## config.mk

```make
export PLATFORM = sky130hd
export DESIGN_NAME = markov_song_generator
export DESIGN_NICKNAME = d
export VERILOG_FILES = /design/src/rtl/markov_song_generator.sv
export SDC_FILE = /design/constraint.sdc
export NUM_CORES = 1
export LEC_CHECK = 0
export CAP_MARGIN = 30
export CORE_MARGIN = 3
export CORE_UTILIZATION = 61
export DETAILED_ROUTE_END_ITERATION = 16
export PLACE_DENSITY_LB_ADDON = 0.25
export SYNTH_ARGS = -nofsm -noshare
export SYNTH_HDL_FRONTEND = slang
export SYNTH_SLANG_ARGS = --single-unit
export TNS_END_PERCENT = 10
```

## constraint.sdc

```tcl
create_clock -name CLOCK_50 -period 5.8 [get_ports CLOCK_50]
set_input_delay 1.16 -clock CLOCK_50 [delete_from_list [all_inputs] [get_ports CLOCK_50]]
set_output_delay 1.16 -clock CLOCK_50 [all_outputs]
set_load 0.005 [all_outputs]
```

## src/rtl/markov_song_generator.sv

```systemverilog
`timescale 1ns/1ps
// markov_song_generator
//   Builds a song of SONG_LEN notes as a Markov chain. The next note is drawn
//   from the candidate pool row selected by the current note, using the low
//   IDX_W bits of an internal Galois LFSR as the slot index. Draws that land
//   outside the populated slots are rejected and redrawn on the next cycle.
//   Notes leave over a valid/ready handshake.
// Ports
//   CLOCK_50      : clock, all logic on the rising edge
//   reset_n       : synchronous active-low reset (also clears the pool)
//   start         : begin a new song, honoured only when idle
//   abort         : cancel a song in progress, wins over a same-cycle accept
//   pool_wr_*     : write one candidate slot; out-of-range slots are dropped
//   note_out      : generated note, note_valid qualifies it
//   note_ready    : consumer accepts note_out
//   note_idx      : position of note_out within the song
//   busy          : song in progress
//   done          : one-cycle pulse after the last note is accepted
module markov_song_generator #(
  parameter int NOTE_W    = 4,
  parameter int POOL_SIZE = 10,
  parameter int IDX_W     = 4,
  parameter int SONG_LEN  = 256,
  parameter int CNT_W     = 9,
  parameter int LFSR_W    = 16,
  parameter logic [LFSR_W-1:0] LFSR_TAPS = 16'hB400,
  parameter logic [LFSR_W-1:0] SEED      = 16'hACE1
) (
  input  logic              CLOCK_50,
  input  logic              reset_n,
  input  logic              start,
  input  logic              abort,
  input  logic              pool_wr_en,
  input  logic [NOTE_W-1:0] pool_wr_row,
  input  logic [IDX_W-1:0]  pool_wr_slot,
  input  logic [NOTE_W-1:0] pool_wr_data,
  output logic [NOTE_W-1:0] note_out,
  output logic              note_valid,
  input  logic              note_ready,
  output logic [CNT_W-1:0]  note_idx,
  output logic              busy,
  output logic              done
);

  localparam int ROWS = 2 ** NOTE_W;
  localparam logic [IDX_W:0]      POOL_SIZE_C = (IDX_W+1)'(POOL_SIZE);
  localparam logic [CNT_W-1:0]    LAST_IDX    = CNT_W'(SONG_LEN - 1);
  // An all-zero LFSR would lock up, so a zero seed is promoted to 1.
  localparam logic [LFSR_W-1:0]   SEED_C      = (SEED == '0) ? LFSR_W'(1) : SEED;

  localparam logic [1:0] ST_IDLE = 2'd0;
  localparam logic [1:0] ST_PICK = 2'd1;
  localparam logic [1:0] ST_EMIT = 2'd2;
  localparam logic [1:0] ST_DONE = 2'd3;

  function automatic logic [LFSR_W-1:0] lfsr_step(input logic [LFSR_W-1:0] v);
    lfsr_step = (v >> 1) ^ (v[0] ? LFSR_TAPS : '0);
  endfunction

  logic [1:0]        state_q,      state_d;
  logic [LFSR_W-1:0] lfsr_q,       lfsr_d;
  logic [NOTE_W-1:0] cur_note_q,   cur_note_d;
  logic [NOTE_W-1:0] note_out_q,   note_out_d;
  logic              note_valid_q, note_valid_d;
  logic [CNT_W-1:0]  note_idx_q,   note_idx_d;

  logic [NOTE_W-1:0] pool_q [ROWS][POOL_SIZE];

  logic [IDX_W-1:0]  draw_r;
  logic              draw_ok;
  logic [NOTE_W-1:0] pool_rd;
  logic              pool_wr_ok;

  assign draw_r     = lfsr_q[IDX_W-1:0];
  assign draw_ok    = {1'b0, draw_r} < POOL_SIZE_C;
  // Only consumed when draw_ok, so out-of-range slots never reach note_out.
  assign pool_rd    = pool_q[cur_note_q][draw_r];
  assign pool_wr_ok = pool_wr_en && ({1'b0, pool_wr_slot} < POOL_SIZE_C);

  always_comb begin
    state_d      = state_q;
    lfsr_d       = lfsr_q;
    cur_note_d   = cur_note_q;
    note_out_d   = note_out_q;
    note_valid_d = note_valid_q;
    note_idx_d   = note_idx_q;
    case (state_q)
      ST_IDLE: begin
        if (start) begin
          state_d    = ST_PICK;
          cur_note_d = '0;
          note_idx_d = '0;
        end
      end
      ST_PICK: begin
        // The generator keeps running in every PICK cycle, including rejects.
        lfsr_d = lfsr_step(lfsr_q);
        if (abort) begin
          state_d      = ST_IDLE;
          note_valid_d = 1'b0;
        end else if (draw_ok) begin
          note_out_d   = pool_rd;
          note_valid_d = 1'b1;
          state_d      = ST_EMIT;
        end
      end
      ST_EMIT: begin
        if (abort) begin
          state_d      = ST_IDLE;
          note_valid_d = 1'b0;
        end else if (note_valid_q && note_ready) begin
          note_valid_d = 1'b0;
          cur_note_d   = note_out_q;
          if (note_idx_q == LAST_IDX) begin
            state_d = ST_DONE;
          end else begin
            note_idx_d = note_idx_q + 1'b1;
            state_d    = ST_PICK;
          end
        end
      end
      ST_DONE: state_d = ST_IDLE;
      default: state_d = ST_IDLE;
    endcase
  end

  always_ff @(posedge CLOCK_50) begin
    if (!reset_n) begin
      state_q      <= ST_IDLE;
      lfsr_q       <= SEED_C;
      cur_note_q   <= '0;
      note_out_q   <= '0;
      note_valid_q <= 1'b0;
      note_idx_q   <= '0;
    end else begin
      state_q      <= state_d;
      lfsr_q       <= lfsr_d;
      cur_note_q   <= cur_note_d;
      note_out_q   <= note_out_d;
      note_valid_q <= note_valid_d;
      note_idx_q   <= note_idx_d;
    end
  end

  // A same-cycle PICK reads the old slot contents; the write lands at the edge.
  always_ff @(posedge CLOCK_50) begin
    if (!reset_n) begin
      for (int r = 0; r < ROWS; r++) begin
        for (int s = 0; s < POOL_SIZE; s++) begin
          pool_q[r][s] <= '0;
        end
      end
    end else if (pool_wr_ok) begin
      pool_q[pool_wr_row][pool_wr_slot] <= pool_wr_data;
    end
  end

  assign note_out   = note_out_q;
  assign note_valid = note_valid_q;
  assign note_idx   = note_idx_q;
  assign busy       = (state_q == ST_PICK) || (state_q == ST_EMIT);
  assign done       = (state_q == ST_DONE);

endmodule
```

==> summary.md <==
| Metric | Value |
|---|---|
| Main area contributors after synthesis | edfxtp_1 59%, and3_1 12%, mux4_2 11% |
| Clock root cell | clkbuf_16 |
| Average size of a mapped cell | 13.07 um^2 |
| Final max-slew violation count | 0 |
| Share of cells above drive strength 1 | 15.47% |
| Peak Freq | 284.9 MHz |
| Chip width | 237.0 um |
| Final std cells w/o fill | 3092 |
| Row count | 84 |
| Gpl congestion | 0.8216 |
| Detailed Routing Iterations Pass 1 | 6 |
| Total of max-cap violations | 0 |
| FFs w/ async S/R, synth | 0% |
| Clock net sink count | 680 |
| Post-DRT Antenna Nets | 0 |
| Placed cells | 2964 |
| Initial antenna violation count | 1 |
| Cell Pwr Density | 298.7 nW/um^2 |
| Die height | 237.0 um |
| Slowest cell on crit path | nor2_4 |
| Number of diodes | 0 |
| Remaining DRCs | 0 |
| Crit share post-route | 60.51% |
| Final hold viol count | 0 |
| Setup Skew | 0.01624 ns |
| Yosys top cell by area | edfxtp_1 |
| I/O Buffers | 33 |
| Tmin final | 3.510 ns |
| Slew margin rel. | 26.44% |
| Final hold slack | 0.4882 ns |
| CTS clock-pin slew for the worst setup and hold paths | 0.06 ns |
| Ys flop type | edfxtp_1 |
| Post-CTS resize count | 0 |
| Total track usage | 29.03% |
| Static Leak | 14.22 nW |
| Setup TNS | 0 ns |
| Synth Register Bits | 680 |
| CTS Hold Buffers Added | 0 |
| Flip-flop and latch area | 20030 um^2 |
| Multi-input gate area | 11420 um^2 |
| Synthesized Nets | 2516 |
| Arrival time worst endpoint | 3.81 ns |
| Post-Syn Area | 32560 um^2 |
| Initial detailed-routing violation count | 2614 |
| CP peak stage delay | 1.08 ns |
| Clock latency on the worst-skew pair | 0.60 ns |
| Post-synth top area share | 59.03% |
| Setup violators final | 0 |
| Longest Clk Path Bufs | 3 |
| Largest net degree at the start of global routing | 105 |
| Post-CTS Setup Inserts | 0 |
| Worst setup EP type | register |
| CP Class | input pin to register |
| Number of buffers created by CTS | 69 |
| Crit-path cells | buf_6 > nand4b_1 > nor2_4 > nand2_1 > nand2_1 |
| Area grow syn2layout | 9.243% |
| Hold/Removal Path Class | register to register |
| Max IR drop VDD | 0.2090 mV |
| Layout net count | 2376 |
| Drt wl/cell | 26.24 um |
| FF-to-FF setup slack | 2.48 ns |
| First-pass GRT wire length | 123.8 mm |
| Fillers | 3510 |
| Register area share after synthesis | 61.49% |
| Netlist cell types | 58 |
| EDFF count, synth | 640 |
| Core ar. | 52660 um^2 |
| Vias | 20947 |
| Die area | 56180 um^2 |
| DP Wirelength | 49.17 mm |
| Overall Power | 10.63 mW |
| Max Fanout on Critical Path | 66 |
| Vias in the first global route | 20332 |
| Critical path's most frequent cell | nand2_1 |
| Initial core utilization | 61.83% |
| CP Launch Type | input pin |
| IO Pins | 34 |
| Mapped Cells | 2491 |
| Routed WL | 81.12 mm |
| Number of synthesis warnings | 0 |
| Number of H-tree levels | 3 |
| Worst-Margin Slew | 1.101 ns |
| Via density | 6.775 |
| GRT Residual Overflow | 0 |
| Status | finished clean |
| Crit path required time | 6.10 ns |
| RSZ-0062 raised after global routing | false |
| CTS tree | yes |
report_power, final:
part / internal, mW / switching, mW / leakage [nW]
sequential: 5.60 / 0.0987 / 6.40
combinational: 0.186 / 0.405 / 6.72
clock: 2.52 / 1.81 / 1.09
total: 8.31 / 2.32 / 14.2
cells in the final DEF, fill, tap and decap left out, types with 25 or more instances in the layout:
master / instances
dfxtp_1: 36
mux2i_1: 58
nand2_1: 366
edfxtp_1: 640
nor2_1: 25
buf_4: 57
mux4_2: 159
clkdlybuf4s50_1: 28
and3_1: 644
clkbuf_16: 75
worst max-delay path, delay by kind of cell:
| kind | cells | cell delay [ns] |
|---|---|---|
| simple gates | 4 | 2.12 |
| buf+inv | 1 | 0.45 |
area by class of cell:
class,count,share of cell area (%)
well taps,688,2.420
inverters,7,0.07388
multi-input cells,1492,32.12
clock buffers,92,5.541
flip-flops and latches,680,56.31
clock inverters,32,0.6473
repair buffers,101,2.881
cell families after synthesis:
| group | synth area share (%) |
|---|---|
| buffers and inverters | 3.958 |
| and+or+nand+nor | 18.74 |
| AOI/OAI and AO/OA | 2.437 |
| DFF | 61.49 |
| muxes | 12.92 |
| xor gates and xnor gates | 0.1883 |
| adders and majority gates | 0.2690 |
layer usage:
metal | global-route usage, % | routed length, um | vias to the layer above
li1 | - | - | 9100
met1 | 40.53 | 30430 | 10382
met2 | 45.52 | 38970 | 1289
met3 | 5.847 | 8853 | 176
met4 | 11.56 | 2869 | 0
met5 | 0 | 0 | -
sequential cells by signal (all words and copies together), names as in the netlist, named ones only:
register	flops
pool_q	640
note_valid	1
note_idx	9
note_out	4
state_q	2
lfsr_q	16
cur_note_q	4
worst paths after layout:
check        cells past startpoint           end       start
min                              2    lfsr_q[15]  lfsr_q[15]
max reg2reg                      7   note_out[3]    register
max                              5  pool_q[7][8]     reset_n
min reg2reg                      2    lfsr_q[15]  lfsr_q[15]
per-stage QoR:
stage,area [um^2],util [%],setup slack [ns]
6_report,35570,67.55,2.290
5_1_grt,35570,67.55,2.057
4_1_cts,35470,67.37,2.321
3_5_place_dp,33270,63.19,1.691
3_3_place_gp,33160,62.98,1.789
2_1_floorplan,32560,-,2.736
Yosys cell counts, types with 17 or more instances:
master / count
nor2_1: 42
dfxtp_1: 40
a21oi_1: 24
nand2_1: 366
mux2i_1: 58
and3_1: 644
nand3_1: 18
a22oi_1: 24
o21ai_0: 17
buf_2: 19
edfxtp_1: 640
mux4_2: 159
clkbuf_1: 268
No activity file was read; power rests on OpenSTA's default activity.
